**config.mk**
```make
export PLATFORM = sky130hd
export DESIGN_NAME = stopwatch_fsm
export DESIGN_NICKNAME = d
export VERILOG_FILES = /design/src/rtl/stopwatch_fsm.sv
export SDC_FILE = /design/constraint.sdc
export NUM_CORES = 1
export LEC_CHECK = 0
export CORE_MARGIN = 1.5
export CORE_UTILIZATION = 52
export DETAILED_ROUTE_END_ITERATION = 16
export PLACE_DENSITY = 0.81
export SLEW_MARGIN = 20
export SYNTH_ARGS = -nofsm -noshare
export SYNTH_HDL_FRONTEND = slang
export SYNTH_SLANG_ARGS = --single-unit
```
**constraint.sdc**
```tcl
create_clock -name clk -period 2.67 [get_ports clk]
set_input_delay 0.801 -clock clk [delete_from_list [all_inputs] [get_ports clk]]
set_output_delay 0.801 -clock clk [all_outputs]
set_load 0.02 [all_outputs]
```
**src/rtl/stopwatch_fsm.sv**
```systemverilog
// Stopwatch/timer controller: prescaler, up/down elapsed-time counter, start/stop FSM.
// Define STOPWATCH_LAP_EN to include the lap-capture register and lap edge detector.
module stopwatch_fsm #(
  parameter int unsigned COUNT_W   = 16,
  parameter int unsigned TICK_DIV  = 100000,
  parameter int unsigned MAX_COUNT = 5999,
  parameter int unsigned WRAP      = 0
) (
  input  logic               clk,
  input  logic               rst_n,
  input  logic               start_stop,
  input  logic               clear,
  input  logic               lap,
  input  logic               dir,
  input  logic [COUNT_W-1:0] load_val,
  output logic [COUNT_W-1:0] time_o,
  output logic [COUNT_W-1:0] lap_o,
  output logic               lap_valid,
  output logic               running,
  output logic               done,
  output logic [1:0]         state_o
);

  localparam int unsigned PW = (TICK_DIV > 1) ? $clog2(TICK_DIV) : 1;
  localparam logic [PW-1:0]      PrescLast = PW'(TICK_DIV - 1);
  localparam logic [PW-1:0]      PrescOne  = PW'(1);
  localparam logic [COUNT_W-1:0] MaxVal    = COUNT_W'(MAX_COUNT);
  localparam logic [COUNT_W-1:0] CountOne  = COUNT_W'(1);

  typedef enum logic [1:0] {
    StIdle  = 2'b00,
    StRun   = 2'b01,
    StPause = 2'b10,
    StDone  = 2'b11
  } state_t;

  state_t             state_q;
  logic [PW-1:0]      presc_q;
  logic [COUNT_W-1:0] time_q;
  logic               dir_q;
  logic               ss_q;
  logic               done_q;

  logic               ss_edge;
  logic               tick;
  logic               term_tick;
  logic [COUNT_W-1:0] load_time;

  assign ss_edge   = start_stop & ~ss_q;
  assign tick      = (state_q == StRun) && (presc_q == PrescLast);
  // A wrapping up-counter never terminates; a down-counter terminates on the tick reaching 0.
  assign term_tick = tick && (dir_q ? (time_q == CountOne)
                                    : ((time_q == MaxVal) && (WRAP == 0)));
  assign load_time = dir ? load_val : '0;

  always_ff @(posedge clk or negedge rst_n) begin
    if (!rst_n) begin
      state_q <= StIdle;
      presc_q <= '0;
      time_q  <= '0;
      dir_q   <= 1'b0;
      ss_q    <= 1'b0;
      done_q  <= 1'b0;
    end else begin
      ss_q   <= start_stop;
      done_q <= 1'b0;
      if (clear) begin
        state_q <= StIdle;
        presc_q <= '0;
        time_q  <= load_time;
      end else begin
        case (state_q)
          StIdle: begin
            presc_q <= '0;
            time_q  <= load_time;
            if (ss_edge) begin
              dir_q <= dir;
              if (dir && (load_val == '0)) begin
                state_q <= StDone;
                done_q  <= 1'b1;
              end else begin
                state_q <= StRun;
              end
            end
          end
          StRun: begin
            if (tick) begin
              presc_q <= '0;
              if (dir_q) begin
                time_q <= time_q - CountOne;
              end else if (time_q != MaxVal) begin
                time_q <= time_q + CountOne;
              end else if (WRAP != 0) begin
                time_q <= '0;
              end
            end else begin
              presc_q <= presc_q + PrescOne;
            end
            // Terminal tick beats a same-cycle pause request.
            if (term_tick) begin
              state_q <= StDone;
              done_q  <= 1'b1;
            end else if (ss_edge) begin
              state_q <= StPause;
            end
          end
          StPause: begin
            if (ss_edge) begin
              state_q <= StRun;
            end
          end
          StDone: begin
          end
          default: state_q <= StIdle;
        endcase
      end
    end
  end

`ifdef STOPWATCH_LAP_EN
  logic               lap_q;
  logic               lap_edge;
  logic [COUNT_W-1:0] lap_val_q;
  logic               lap_valid_q;

  assign lap_edge = lap & ~lap_q;

  // Captures the pre-tick count, so a lap on a tick edge records the old value.
  always_ff @(posedge clk or negedge rst_n) begin
    if (!rst_n) begin
      lap_q       <= 1'b0;
      lap_val_q   <= '0;
      lap_valid_q <= 1'b0;
    end else begin
      lap_q <= lap;
      if (clear) begin
        lap_val_q   <= '0;
        lap_valid_q <= 1'b0;
      end else if (lap_edge && ((state_q == StRun) || (state_q == StPause))) begin
        lap_val_q   <= time_q;
        lap_valid_q <= 1'b1;
      end
    end
  end

  assign lap_o     = lap_val_q;
  assign lap_valid = lap_valid_q;
`else
  logic unused_lap;
  assign unused_lap = lap;
  assign lap_o      = '0;
  assign lap_valid  = 1'b0;
`endif

  assign time_o  = time_q;
  assign running = (state_q == StRun);
  assign done    = done_q;
  assign state_o = state_q;

endmodule

```
Word-level counts from Yosys, hierarchy flattened. Index checks and enable logic that the tools add are counted.

Add/subtract/negate cells: 3. Equality and inequality tests: 11. Muxes and demuxes: 22. Bitwise logic cells: 3. Reductions and logical operators: 10.

Operator list (count): $mux 16 (5); $mux 17 (2); $pmux 17 s2 (1); $pmux 16 s2 (1); $add 17x1->17 const B (1); $eq 17x17->1 const B (1); $add 16x1->16 const B (1); $eq 16x1->1 const B (1); $eq 16x13->1 const B (1); $logic_not 16->1 (1); $ne 16x13->1 const B (1); $sub 16x1->16 const B (1); $mux 2 (6); $ne 4x2->1 const B (2); $ne 3x3->1 const B (2); $pmux 2 s3 (1); $reduce_and 3->1 (2); $mux 1 (5); $reduce_and 4->1 (1); $reduce_bool 4->1 (1); $logic_and 1x1->1 (3); $ne 3x2->1 const B (1); $reduce_bool 3->1 (1); $eq 2x1->1 const B (1); other kinds (5) (6).

Flip-flop bits (word level): 38. Input bits: 22. Output and inout bits: 37. Logic and storage cells: 55.

Longest topological paths before layout.
Word-level depth: 6. Depth in mapped cells: 9. Depth with buffers taken out: 7.

Worst setup path after synthesis. OpenSTA, ideal clock, no wires.

Kind: register -> register. Start: register state_q[1] (netlist: state_o[1]). End: register presc_q[9]. Setup time: 77 ps. Arrival: 2113 ps. Required time: 2593 ps. Setup slack: 479 ps. Stages on the path, launching flop included: 8. Buffers on the path: 1. Period minus slack after synthesis: 2191 ps. Cell sequence: dfrtp_1 inv_1 ha_1 clkbuf_2 nor3_2 or4_1 or3_1 a21oi_1.

Word-level cells in the longest chain between the ends: 5. Elaborated cells on any way between the ends: 7. Classes of those cells: eq/ne (1); mux (3); reduce/logical (3).

RTL lines: from (decl) (RTL line 37) `state_t state_q;`; from (signal assigned) (RTL line 58) `state_q <= StIdle;`; from (signal assigned) (RTL line 68) `state_q <= StIdle;`; from (signal assigned) (RTL line 79) `state_q <= StDone;`; $eq 2x1->1 *; net running (RTL line 19) `output logic running,`; $logic_and 1x1->1 (RTL line 50) `assign tick = (state_q == StRun) && (presc_q == PrescLast);`; $mux 17 (RTL line 87) `if (tick) begin`; $pmux 17 s2 (RTL line 72) `case (state_q)`; $mux 17 (RTL line 67) `if (clear) begin`; to (signal assigned) (RTL line 97) `presc_q <= presc_q + PrescOne;`; to (decl) (RTL line 38) `logic [PW-1:0] presc_q;`.

The timed path passes the listed nets; every way through them passes the cells marked *. A chain may end at the register's enable or synchronous reset.

Final worst setup path.
Start: register state_q[1] (netlist: state_o[1]). End: output port running.

Word-level cells in the longest chain between the ends: 1.

RTL lines: $eq 2x1->1 (RTL line 156) `assign running = (state_q == StRun);`; to (decl) (RTL line 19).

Every way passes these cells.

==> reports/metrics.yaml <==
run_status:
  status: "completed"
global_route:
  grt_max_degree: 39
  track_usage: 0.274
  antenna_found_initial: 0
  grt_pass1_vias: 2627
  grt_overflow: 0
  grt_pass1_wl_um: 13100
worst_setup_path:
  cp-start-kind: "flop"
  rr_startpoint: "time_o[8]"
  critPathCaptureType: "output pin"
  crit_arrival_ns: 1.72
  critPathKind: "reg -> out"
  r2r_setup_slack_ns: 0.53
  cp.required_ns: 1.87
  path_max_fanout: 10
  cp-startpoint: "state_o[1]"
  r2r_end: "state_o[1]"
  reg2reg_depth: 5
drt:
  drtIter0Drc: 298
  avgRoutedWirePerCell_um: 17.6
  route.vias.total: 2797
  drc: 0
  firstDrtPassIters: 5
  ant_nets: 0
  viasPerCell: 6.31
  wirelength_um: 7780
sta:
  setup_viol_count_final: 0
  fin_worst_skew_ns: 0.0133
  rsz0062_at_grt: "no"
  holdWs_ns: 0.533
  fin_ws_ns: 0.151
  fin_crit_sh: 0.943
  hold_violations: 0
  fin_crit_ns: 2.52
  maxSlewHeadroom: 0.407
  worst_slew_pin_slew_ns: 0.889
  tns_ns: 0
  max_freq_ghz: 0.397
  drv_slew: 0
clock_tree:
  cts_max_level: 2
  cts_root_buf: "clkbuf_8"
  postCtsSetupBuffers: 0
  clock_latency_ns: 0.30
  cts_sinks: 38
  cts_hold_buf: 0
  path_clk_slew_ns: 0.08
  numCtsBuffers: 5
  tritoncts: "done"
  cts_buffer_depth: 2
layout:
  regArea_um2: 951
  nFillCells: 432
  finish.utilization: 0.656
  area_growth_pct: 19.2
  multi_input_area_um2: 1730
  drive_gt1_frac: 0.121
  antenna_cells: 0
  fin_cells: 443
  nets: 402
  final_area_um2: 3410
synthesis:
  syn-instance-count: 329
  ys_seq_area_frac: 0.332
  synth-edff-count: 0
  yosysUniqueCellTypes: 65
  async_reset_ff_frac: 1.00
  synth_ff_type: "dfrtp_1"
  synth_area_um2: 2860
  synth_most_common_cell: "dfrtp_1"
  synth.top_cells.by_area: "dfrtp_1 (33%), buf_4 (4.7%), nor2_1 (3.8%), nand2_1 (3.7%), ha_1 (3.1%)"
  synth_top_cell_by_area: "dfrtp_1"
  synth.top_cell.area_share: 0.332
  yosys_warnings: 0
  synth_top_cells_by_count: "dfrtp_1 (38), nor2_1 (29), nand2_1 (28)"
  ys_ff_latch: 38
  avgSynthCellArea_um2: 8.70
place:
  pre_cts_slack_ns: 0.0641
  place_area_um2: 3300
  hpwl_um: 5510
  numPortBuffers: 40
  dp_cells: 436
  gp_congestion: 0.988
power:
  power_mw: 1.68
  power_density_nw_per_um2: 493
  irDropWorstVdd_v: 0.000332
  leakagePower_nw: 1.47
run:
  drv_cap: 0
die:
  start_util: 0.550
  fp.dieW_um: 77.2
  rows: 26
  die_area_um2: 5960
  die_y_um: 77.2
  io_pins: 59
  core_area_um2: 5200
worst_hold_path:
  hp-start: "presc_q[0]"
  hold_path.class: "reg -> reg"
  hold_path_end: "presc_q[0]"
  hold_depth: 1
-- routing by layer --
| layer | routed length [µm] | GRT usage | share of wire | vias up |
|---|---|---|---|---|
| met1 | 3430 | 0.375 | 0.44 | 1371 |
| met4 | 142 | 0.0855 | 0.018 | 0 |
| met5 | 0 | 0 | 0 | - |
| li1 | - | - | - | 1277 |
| met2 | 3650 | 0.438 | 0.47 | 133 |
| met3 | 559 | 0.0512 | 0.072 | 16 |
-- layout by cell type, fill, tap and decap left out, drive strengths merged, types with 4 or more instances in the layout --
master,n
a21oi,17
a22oi,7
nand2,30
a22o,9
and2,5
nor4,10
o2bb2ai,7
inv,11
and3,11
a31oi,6
o31ai,6
dfrtp,38
nand4,4
buf,14
xnor2,7
o211ai,8
clkdlybuf4s50,39
nor2,30
and4,4
nor3,6
conb,17
nor3b,4
clkbuf,6
nand3,14
or3,5
ha,7
o21ai,15
nor2b,4
-- kinds of logic (layout without fill, tap and decap cells) --
group	count (synthesis)	in the layout	synth area share
compound gates	90	90	0.233
xor+xnor	8	8	0.0245
fa+ha+maj	7	7	0.0306
buf+inv	43	71	0.0861
flops	38	38	0.332
mux	2	2	0.00787
other cells	1	17	0.00131
simple gates	140	140	0.285
-- power by group --
part	internal, mW	switching (mW)	leakage (nW)
clock network	0.299	0.214	0.0573
logic	0.208	0.264	0.908
registers	0.611	0.0874	0.508
total	1.12	0.565	1.47
-- worst max path at each step --
stage | endpoint | slack [ns] | cells past startpoint
2_1_floorplan | presc_q[9] | 0.48 | 7
3_3_place_gp | state_o[1] | 0.05 | 7
3_5_place_dp | state_o[1] | 0.06 | 7
4_1_cts | running | 0.04 | 3
5_1_grt | running | 0.05 | 3
6_report | running | 0.15 | 3
-- cell type report --
cell class	count	share of cell area
inverters	11	0.0121
clock buffers	6	0.0242
multi-input cells	264	0.506
flip-flops and latches	38	0.279
well taps	70	0.0257
clock inverters	1	0.00880
repair buffers	53	0.144
-- registers in the layout, summed over array words and instances (netlist names) --
| signal | flops |
|---|---|
| presc_q | 17 |
| time_o | 16 |
| state_o | 2 |
| dir_q | 1 |
| done | 1 |
| ss_q | 1 |
-- timing repair --
item | 4_1_cts | 5_1_grt
gates resized for setup | 0 | 1
endpoints found under the setup margin | 0 | 1
endpoints found under the hold margin | 0 | 0
-- worst max-delay path: stages, from the launching register on --
cell	delay (ns)
dfrtp_1	0.42
inv_1	0.10
ha_2	0.28
clkdlybuf4s50_1	0.64
(Power assumes the default switching activity.)
